==> src/rtl/fir_sample_sched_if.sv <==
// Upstream sample handshake and coefficient write port of the FIR sample scheduler.
interface fir_sample_sched_if #(
  parameter int CW = 16
);
  logic                 in_valid;
  logic                 in_ready;
  logic signed [2:0]    in_data;
  logic                 coeff_wr_en;
  logic [3:0]           coeff_addr;
  logic signed [CW-1:0] coeff_data;
  logic                 coeff_commit;

  modport master (
    output in_valid, in_data, coeff_wr_en, coeff_addr, coeff_data, coeff_commit,
    input  in_ready
  );

  modport slave (
    input  in_valid, in_data, coeff_wr_en, coeff_addr, coeff_data, coeff_commit,
    output in_ready
  );
endinterface

==> src/rtl/fir_sample_sched.sv <==
// Sample-rate scheduler for the transposed-form FIR MAC: strobe divider, one-deep
// input buffer, start/run/flush sequencing and a double-buffered coefficient bank.
module fir_sample_sched #(
  parameter int DIV  = 40,
  parameter int TAPS = 10,
  parameter int CW   = 16
) (
  input  logic                 iClk_12M,
  input  logic                 iRst,
  input  logic                 iStart,
  input  logic                 iStop,
  fir_sample_sched_if.slave    bus,
  output logic signed [2:0]    oFirIn,
  output logic                 oEnSample_300k,
  output logic [TAPS*CW-1:0]   oCoeffBus,
  output logic                 oOutValid,
  output logic                 oBusy,
  output logic                 oUnderflow,
  output logic                 oCommitPend
);

  localparam int CNT_W   = $clog2(DIV);
  localparam int FILL_W  = $clog2(TAPS + 2);
  localparam int FLUSH_W = $clog2(TAPS + 1);

  typedef enum logic [1:0] {
    S_IDLE,
    S_RUN,
    S_FLUSH
  } state_t;

  state_t               state;
  state_t               state_nx;
  logic [CNT_W-1:0]     cnt;
  logic [FILL_W-1:0]    fill;
  logic [FLUSH_W-1:0]   flush_cnt;
  logic                 hold_valid;
  logic signed [2:0]    hold_data;
  logic                 tick;
  logic                 xfer;
  logic                 wr_ok;
  logic                 copy_now;
  logic signed [CW-1:0] shadow [TAPS];
  logic signed [CW-1:0] active [TAPS];

  // NOTE: sequential state is always updated with <= so every flop samples pre-edge values.
  always_ff @(posedge iClk_12M) begin
    if (iRst) state <= S_IDLE;
    else      state <= state_nx;
  end

  // NOTE: state_nx gets a default before the case so no path leaves it unassigned (no latch).
  always_comb begin
    state_nx = state;
    unique case (state)
      S_IDLE:  if (iStart) state_nx = S_RUN;
      S_RUN:   if (iStop)  state_nx = S_FLUSH;
      S_FLUSH: if (oEnSample_300k && flush_cnt == FLUSH_W'(TAPS)) state_nx = S_IDLE;
      default: state_nx = S_IDLE;
    endcase
  end

  always_comb begin
    oBusy        = 1'b0;
    bus.in_ready = 1'b0;
    unique case (state)
      S_RUN: begin
        oBusy        = 1'b1;
        bus.in_ready = !hold_valid;
      end
      S_FLUSH: oBusy = 1'b1;
      default: ;
    endcase
  end

  assign tick     = oBusy && (cnt == CNT_W'(DIV - 1));
  assign xfer     = bus.in_valid && bus.in_ready;
  assign wr_ok    = bus.coeff_wr_en && (int'(bus.coeff_addr) < TAPS);
  // A same-cycle write+commit postpones the copy so the bank picks up that write.
  assign copy_now = oCommitPend && (state == S_IDLE || tick) && !(bus.coeff_commit && wr_ok);

  // The divider parks at 0 in IDLE and on the edge that returns to IDLE.
  always_ff @(posedge iClk_12M) begin
    if (iRst || state == S_IDLE || state_nx == S_IDLE) cnt <= '0;
    else if (tick)                                     cnt <= '0;
    else                                               cnt <= cnt + 1'b1;
  end

  always_ff @(posedge iClk_12M) begin
    if (iRst) begin
      oEnSample_300k <= 1'b0;
      oOutValid      <= 1'b0;
      oFirIn         <= '0;
      oUnderflow     <= 1'b0;
      hold_valid     <= 1'b0;
      hold_data      <= '0;
      fill           <= '0;
      flush_cnt      <= '0;
    end else begin
      oEnSample_300k <= tick;
      oOutValid      <= oEnSample_300k && (fill == FILL_W'(TAPS + 1));

      if (tick) oFirIn <= (state == S_RUN && hold_valid) ? hold_data : 3'sd0;

      if (state == S_IDLE && iStart) begin
        oUnderflow <= 1'b0;
        fill       <= '0;
      end else begin
        if (tick && state == S_RUN && !hold_valid) oUnderflow <= 1'b1;
        if (tick && fill != FILL_W'(TAPS + 1))     fill <= fill + 1'b1;
      end

      // A sample accepted in a tick cycle is held for the following tick.
      if (state != S_RUN || iStop) begin
        hold_valid <= 1'b0;
      end else if (xfer) begin
        hold_valid <= 1'b1;
        hold_data  <= bus.in_data;
      end else if (tick) begin
        hold_valid <= 1'b0;
      end

      if (state != S_FLUSH) flush_cnt <= '0;
      else if (tick)        flush_cnt <= flush_cnt + 1'b1;
    end
  end

  always_ff @(posedge iClk_12M) begin
    if (iRst) begin
      // NOTE: both banks drive a primary output that must read 0 after reset, so they are reset flops, not RAM.
      for (int k = 0; k < TAPS; k++) begin
        shadow[k] <= '0;
        active[k] <= '0;
      end
      oCommitPend <= 1'b0;
    end else begin
      if (wr_ok)    shadow[bus.coeff_addr] <= bus.coeff_data;
      if (copy_now) active <= shadow;
      oCommitPend <= copy_now ? 1'b0 : (oCommitPend || bus.coeff_commit);
    end
  end

  always_comb begin
    oCoeffBus = '0;
    for (int k = 0; k < TAPS; k++) oCoeffBus[k*CW +: CW] = active[k];
  end

endmodule

==> src/flat_wrapper.sv <==
// flat-port wrapper written by rule: the top's interface ports become plain ports
module fir_sample_sched_flat 
#(
  parameter int DIV  = 40,
  parameter int TAPS = 10,
  parameter int CW   = 16
)
  (iClk_12M, iRst, iStart, iStop, oFirIn, oEnSample_300k, oCoeffBus, oOutValid, oBusy, oUnderflow, oCommitPend, bus_in_valid, bus_in_data, bus_coeff_wr_en, bus_coeff_addr, bus_coeff_data, bus_coeff_commit, bus_in_ready);
  fir_sample_sched_if #(.CW(CW)) bus_i ();
  input  logic iClk_12M;
  input  logic iRst;
  input  logic iStart;
  input  logic iStop;
  output logic signed [2:0] oFirIn;
  output logic oEnSample_300k;
  output logic [TAPS*CW-1:0] oCoeffBus;
  output logic oOutValid;
  output logic oBusy;
  output logic oUnderflow;
  output logic oCommitPend;
  input wire logic [$bits(bus_i.in_valid)-1:0] bus_in_valid;
  input wire logic [$bits(bus_i.in_data)-1:0] bus_in_data;
  input wire logic [$bits(bus_i.coeff_wr_en)-1:0] bus_coeff_wr_en;
  input wire logic [$bits(bus_i.coeff_addr)-1:0] bus_coeff_addr;
  input wire logic [$bits(bus_i.coeff_data)-1:0] bus_coeff_data;
  input wire logic [$bits(bus_i.coeff_commit)-1:0] bus_coeff_commit;
  output wire logic [$bits(bus_i.in_ready)-1:0] bus_in_ready;
  assign bus_i.in_valid = bus_in_valid;
  assign bus_i.in_data = bus_in_data;
  assign bus_i.coeff_wr_en = bus_coeff_wr_en;
  assign bus_i.coeff_addr = bus_coeff_addr;
  assign bus_i.coeff_data = bus_coeff_data;
  assign bus_i.coeff_commit = bus_coeff_commit;
  assign bus_in_ready = bus_i.in_ready;
  fir_sample_sched #(.DIV(DIV), .TAPS(TAPS), .CW(CW)) u_core (.iClk_12M(iClk_12M), .iRst(iRst), .iStart(iStart), .iStop(iStop), .bus(bus_i), .oFirIn(oFirIn), .oEnSample_300k(oEnSample_300k), .oCoeffBus(oCoeffBus), .oOutValid(oOutValid), .oBusy(oBusy), .oUnderflow(oUnderflow), .oCommitPend(oCommitPend));
endmodule
==> config.mk <==
export PLATFORM = sky130hd
export DESIGN_NAME = fir_sample_sched_flat
export DESIGN_NICKNAME = d
export VERILOG_FILES = /design/src/rtl/fir_sample_sched_if.sv /design/src/rtl/fir_sample_sched.sv /design/src/flat_wrapper.sv
export SDC_FILE = /design/constraint.sdc
export NUM_CORES = 1
export LEC_CHECK = 0
export ABC_AREA = 1
export CAP_MARGIN = 25
export CORE_ASPECT_RATIO = 0.9
export CORE_UTILIZATION = 50
export DETAILED_ROUTE_END_ITERATION = 7
export PLACE_DENSITY_LB_ADDON = 0.1
export SLEW_MARGIN = 25
export SYNTH_ARGS = -nofsm -noshare
export SYNTH_HDL_FRONTEND = slang
export SYNTH_SLANG_ARGS = --single-unit
==> constraint.sdc <==
create_clock -name iClk_12M -period 1.6 [get_ports iClk_12M]
set_clock_uncertainty 0.05 [all_clocks]
set_input_delay 0.24 -clock iClk_12M [delete_from_list [all_inputs] [get_ports iClk_12M]]
set_output_delay 0.24 -clock iClk_12M [all_outputs]
set_load 0.01 [all_outputs]
## Yosys cells after proc, flatten, opt, wreduce, memory -nomap -nowiden

Index checks and enable logic that the tools add are counted.
W data, S select, Z words.

- Flip-flop bits (word level): 347
- Input port bits: 30
- Output and inout bits: 169
- Word-level logic and storage cells: 90

- Add/subtract/negate cells: 3
- Order comparisons: 3
- Equality and inequality tests: 8
- Multiplexer cells: 12
- Bitwise operators: 2
- Reduce and logical (&&, ||, !) cells: 31

Operators with widths:

| cell | number |
|---|---|
| $bwmux W160 | 1 |
| $demux W16 S4 | 1 |
| $mux W16 | 1 |
| $logic_and A1 B1 Y1 | 14 |
| $reduce_or A2 Y1 | 6 |
| $add A4 B1 Y4 const B | 2 |
| $eq A4 B4 Y1 const B | 2 |
| $add A6 B1 Y6 const B | 1 |
| $eq A6 B6 Y1 const B | 1 |
| $mux W2 | 3 |
| $pmux W2 S3 | 1 |
| $ge A5 B5 Y1 const B | 1 |
| $logic_or A1 B1 Y1 | 5 |
| $lt A5 B1 Y1 const B | 1 |
| $not A4 Y5 | 1 |
| $logic_not A2 Y1 | 2 |
| $lt A4 B4 Y1 const B | 1 |
| $mux W1 | 4 |
| $ne A4 B4 Y1 const B | 1 |
| $mux W3 | 1 |
| $eq A2 B1 Y1 const B | 1 |
| $eq A2 B2 Y1 const B | 1 |
| $logic_not A1 Y1 | 2 |
| $ne A2 B1 Y1 const B | 1 |
| other kinds (4) | 4 |

## Logic depth before layout (Yosys ltp)

- Depth after elaboration: 8
- Depth in mapped cells: 12
- Mapped depth without buffers: 10

## Least setup slack after synthesis

No wires, ideal clock.

- Path kind: flip-flop to flip-flop
- From: register u_core.state[0]
- To: register u_core.active, in the netlist u_core.oCoeffBus[0]
- Setup time: 110 ps
- Arrival: 1626 ps
- Data required time: 1440 ps
- Setup slack: -186 ps
- Stages on the path, launching flop included: 13
- Buffers on the path: 2
- Clock period less this slack: 1786 ps
- Cells stage by stage: dfxtp_1 -> inv_1 -> ha_1 -> nand2_1 -> inv_1 -> nand3_1 -> nand2_2 -> nand3_2 -> buf_4 -> buf_2 -> nand2_1 -> inv_1 -> nor2_1

- Word-level cells in the longest chain between the ends: 7
- Elaborated cells between the ends (all ways): 9
- Those cells by class: 2 x eq/ne; 1 x mux; 6 x reduce/logical

Ends and longest elaborated chain:

| what | line | RTL |
|---|---|---|
| from (decl) | fir_sample_sched.sv:32 | `state_t state;` |
| from (signal assigned) | fir_sample_sched.sv:49 | `else state <= state_nx;` |
| $eq A2 B2 Y1 or $eq A2 B1 Y1 (tied branches) | fir_sample_sched.sv:66 | `unique case (state)` |
| $reduce_or A2 Y1 (no line) * | n/a |  |
| $mux W1 * | fir_sample_sched.sv:66 |  |
| via oBusy | flat_wrapper.sv:18 | `output logic oBusy;` |
| $logic_and A1 B1 Y1 * | fir_sample_sched.sv:76 | `assign tick = oBusy && (cnt == CNT_W'(DIV - 1));` |
| $logic_or A1 B1 Y1 * | fir_sample_sched.sv:80 | `assign copy_now = oCommitPend && (state == S_IDLE \|\| tick) && !(bus.coeff_commit && wr_ok);` |
| $logic_and A1 B1 Y1 * (2 in a row) | fir_sample_sched.sv:80 |  |
| to (signal assigned) | fir_sample_sched.sv:138 | `if (copy_now) active <= shadow;` |
| to (decl) | fir_sample_sched.sv:44 | `logic signed [CW-1:0] active [TAPS];` |

Mark *: on every way through the listed nets, which the timed path passes. The rest lies on a longest branch.
A chain may end at the register's enable or synchronous reset.

## Final worst setup path

- From: register u_core.state[0]
- To: register u_core.active, in the netlist u_core.oCoeffBus[126]

- Word-level cells in the longest chain between the ends: 7
- Elaborated cells between the ends (all ways): 9
- Those cells by class: 2 x eq/ne; 1 x mux; 6 x reduce/logical

Ends and longest elaborated chain:

| what | line |
|---|---|
| $eq A2 B2 Y1 or $eq A2 B1 Y1 (tied branches) | fir_sample_sched.sv:66 |
| $reduce_or A2 Y1 (no line) | n/a |
| $mux W1 | fir_sample_sched.sv:66 |
| $logic_and A1 B1 Y1 | fir_sample_sched.sv:76 |
| $logic_or A1 B1 Y1 * | fir_sample_sched.sv:80 |
| $logic_and A1 B1 Y1 * (2 in a row) | fir_sample_sched.sv:80 |

Mark *: on every way between the ends. The rest lies on a longest branch, timed or not.

==> results.cfg <==
[finish]
syn_to_final_growth_pct = 38.0
finish.utilization_pct = 70.2
fin_cells = 2779
nets = 2396
drive_gt1_share_pct = 15.8

[logic_synthesis]
async_flop_share_pct = 0
yosys-top-cells-count = inv_1 (504), nand2_1 (356), dfxtp_1 (347), nor2_1 (253), o21ai_0 (166)
ys_warn_count = 0
syn-mean-instance-area_um2 = 6.89
synth_most_common_cell = inv_1
ys_types = 25
syn_area_um2 = 14700
synth-edff-count = 0
yosysSeqAreaShare_pct = 47.3
ys_top_cells_by_area = dfxtp_1 (47%), inv_1 (13%), nand2_1 (9.1%), nand4_1 (6.9%), nor2_1 (6.5%)
yosysTopAreaCell = dfxtp_1
synth-seq-cells = 347
synth_flop_cell = dfxtp_1
syn_nets = 2166
synthCells = 2128
synth_top_area_share_pct = 47.3

[detailed_routing]
wire_per_inst_um = 15.6
drt_iter0_drc = 1111
vias = 13663
drc = 0
first_pass_iters = 5
viasPerCell = 4.92
finalWirelength_um = 43300
ant_nets = 0

[global_route]
grt_usage_pct = 28.3
grt_pass1_vias = 12635
antenna_found_initial = 1
grt_first_pass_wirelength_um = 66700
grt_max_degree = 85
grt.overflow.total = 0

[timing]
fin_crit_ps = 1850
rsz0062_at_grt = true
finalMaxSlewViolations = 0
post-route-period-util_pct = 116
slew_headroom_pct = 69.5
max_freq_ghz = 0.541
final-setup-viol-count = 169
fin_setup_tns_ps = -27750
hold_viol = 0
worst_slew_pin_slew_ps = 457
layout_setup_ws_ps = -250

[pwr]
cellLeakagePower_nw = 9.62
total_power_mw = 23.1
powerDensity_nw_per_um2 = 1140
peakVddDrop_v = 0.000974

[setup_path]
cp_slowest_cell = dfxtp_2
crit_top_cell = inv_2
r2r_cells = 12
timing.rr.end = u_core.oCoeffBus[126]$_SDFFE_PP0P_
crit_path_end_kind = register
crit_buf_inv = 5
r2r_setup_slack_ps = -250
crit_path_start_kind = register
slowest_delay_ps = 340
path_delay_family = simple AND/OR/NAND/NOR gates
worstPathArrival_ps = 2260
path_cells = inv_2, ha_4, nand2_2, inv_2, nand3_4, nand2_8, nand3_4, buf_6, buf_16, nand2_2, inv_2, nor2_2
crit_fanout = 7
r2r-start = u_core.state[0]$_SDFF_PP0_
required_ps = 2010
crit_type = register to register

[clocking]
clkTransAtPathRegs_ps = 60
numCtsBuffers = 38
clk_path_buf_depth = 3
cts_hold_buffers = 0
cts_root_buffer = clkbuf_16
clock-sinks = 347
cts_tree = built
clkLatencyLatePin_ps = 520
ctsHtreeMaxLevel = 2

[place]
dp_slack_ps = -302
hpwl_um = 23800
place.gp.congestion = 0.786
dp.cells = 2666
portBuffers = 198

[flow_run]
maxCapViolations = 0

[die]
die_h_um = 165
initial_core_util_pct = 50.8
ios = 199
die_area_um2 = 30000
die_w_um = 183
design.core.area_um2 = 28900
core.rowCount = 59

[worst_hold_path]
worstHoldPathType = input pin to register
hp-start = bus_in_data[1]
min_path_cells = 3
holdPathEnd = u_core.hold_data[1]$_SDFFE_PP0P_

[outcome]
status = complete, but fails checks
failed_checks = negative setup slack
-- state kept, by name (all words and copies together) (netlist names) --
name,flops
u_core.cnt,6
u_core.fill,4
u_core.flush_cnt,4
u_core.hold_data,3
u_core.hold_valid,1
u_core.oCoeffBus,160
u_core.oCommitPend,1
u_core.oEnSample_300k,1
u_core.oFirIn,3
u_core.oOutValid,1
u_core.oUnderflow,1
u_core.shadow,160
u_core.state,2
-- cell usage in the layout, fill, tap and decap left out, drive strengths merged --
master	count
inv	510
nand2	357
dfxtp	347
nor2	253
o21ai	168
dlygate4sd2	167
nand4	161
a21oi	140
buf	140
clkbuf	60
clkdlybuf4s50	29
nand3	21
ha	8
clkinv	7
nor3	4
xor2	3
xnor2	3
diode	1
nor3b	1
o21bai	1
o211ai	1
clkinvlp	1
-- per-stage QoR --
| stage | hold WS, ps | instance area [um^2] |
|---|---|---|
| 2_1_floorplan | 255 | 14800 |
| 3_3_place_gp | 387 | 17800 |
| 3_5_place_dp | 392 | 17800 |
| 4_1_cts | 240 | 19900 |
| 5_1_grt | 267 | 20200 |
| 6_report | 253 | 20200 |
-- layout make-up --
type | count | area [um^2]
sequential | 347 | 6950
clock buffer | 55 | 1160
inverter | 509 | 1920
clock inverter | 9 | 53.8
timing repair buffer | 341 | 3960
tap | 396 | 495
multi-input combinational | 1121 | 5700
antenna | 1 | 2.50
fill | 2323 | 8610
-- metal layers --
| layer | routed length (um) | share of wire (%) | GRT usage, % | vias to the layer above |
|---|---|---|---|---|
| met5 | 0 | 0 | 0 | - |
| met4 | 1410 | 3.3 | 11.0 | 0 |
| met3 | 2720 | 6.3 | 4.08 | 88 |
| met2 | 20600 | 48 | 48.2 | 447 |
| met1 | 18600 | 43 | 36.2 | 6193 |
| li1 | - | - | - | 6935 |
-- what timing repair did --
action / CTS / global route
endpoints found under the setup margin: 346 / 181
cloned: 22 / 5
gates resized for setup: 267 / 153
setup buffers: 26 / 6
pin swaps: 35 / 74
hold endpoints to repair: 0 / 0
-- logic make-up after synthesis --
group / count (synthesis) / synth area share, %
AND/OR/NAND/NOR: 796 / 23.6
XOR/XNOR: 6 / 0.358
AO/OA/AOI/OAI: 310 / 10.6
adder cells (fa/ha/maj): 8 / 0.682
flip-flops: 347 / 47.3
buffers and inverters: 661 / 17.4
-- worst register-to-register path, delay by kind of cell, from the launching register on --
family	cells	cell delay (ps)
adders and majority gates	1	260
DFF	1	340
and+or+nand+nor	6	640
buffers and inverters	5	510
-- where the power goes --
part           internal [mW]  switching [mW]  total [mW]
logic                   2.39            2.84        5.24
registers               9.17           0.281        9.45
clock network           5.02            3.44        8.45
total                   16.6            6.56        23.1
-- how the worst max path moves through the flow --
| stage | from | end | slack [ps] | depth (start not counted) |
|---|---|---|---|---|
| floorplan | u_core.state[0]$_SDFF_PP0_ | u_core.oCoeffBus[140]$_SDFFE_PP0P_ | -4 | 12 |
| detailed placement | bus_coeff_addr[2] | u_core.shadow[23]$_SDFFE_PP0P_ | -300 | 8 |
| global placement | bus_coeff_wr_en | u_core.shadow[40]$_SDFFE_PP0P_ | -270 | 7 |
| CTS | u_core.state[0]$_SDFF_PP0_ | u_core.oCoeffBus[30]$_SDFFE_PP0P_ | -180 | 13 |
| finish | u_core.state[0]$_SDFF_PP0_ | u_core.oCoeffBus[126]$_SDFFE_PP0P_ | -250 | 12 |
| global route | u_core.state[0]$_SDFF_PP0_ | u_core.oCoeffBus[157]$_SDFFE_PP0P_ | -340 | 12 |
Power figures use the tool's default switching activity.
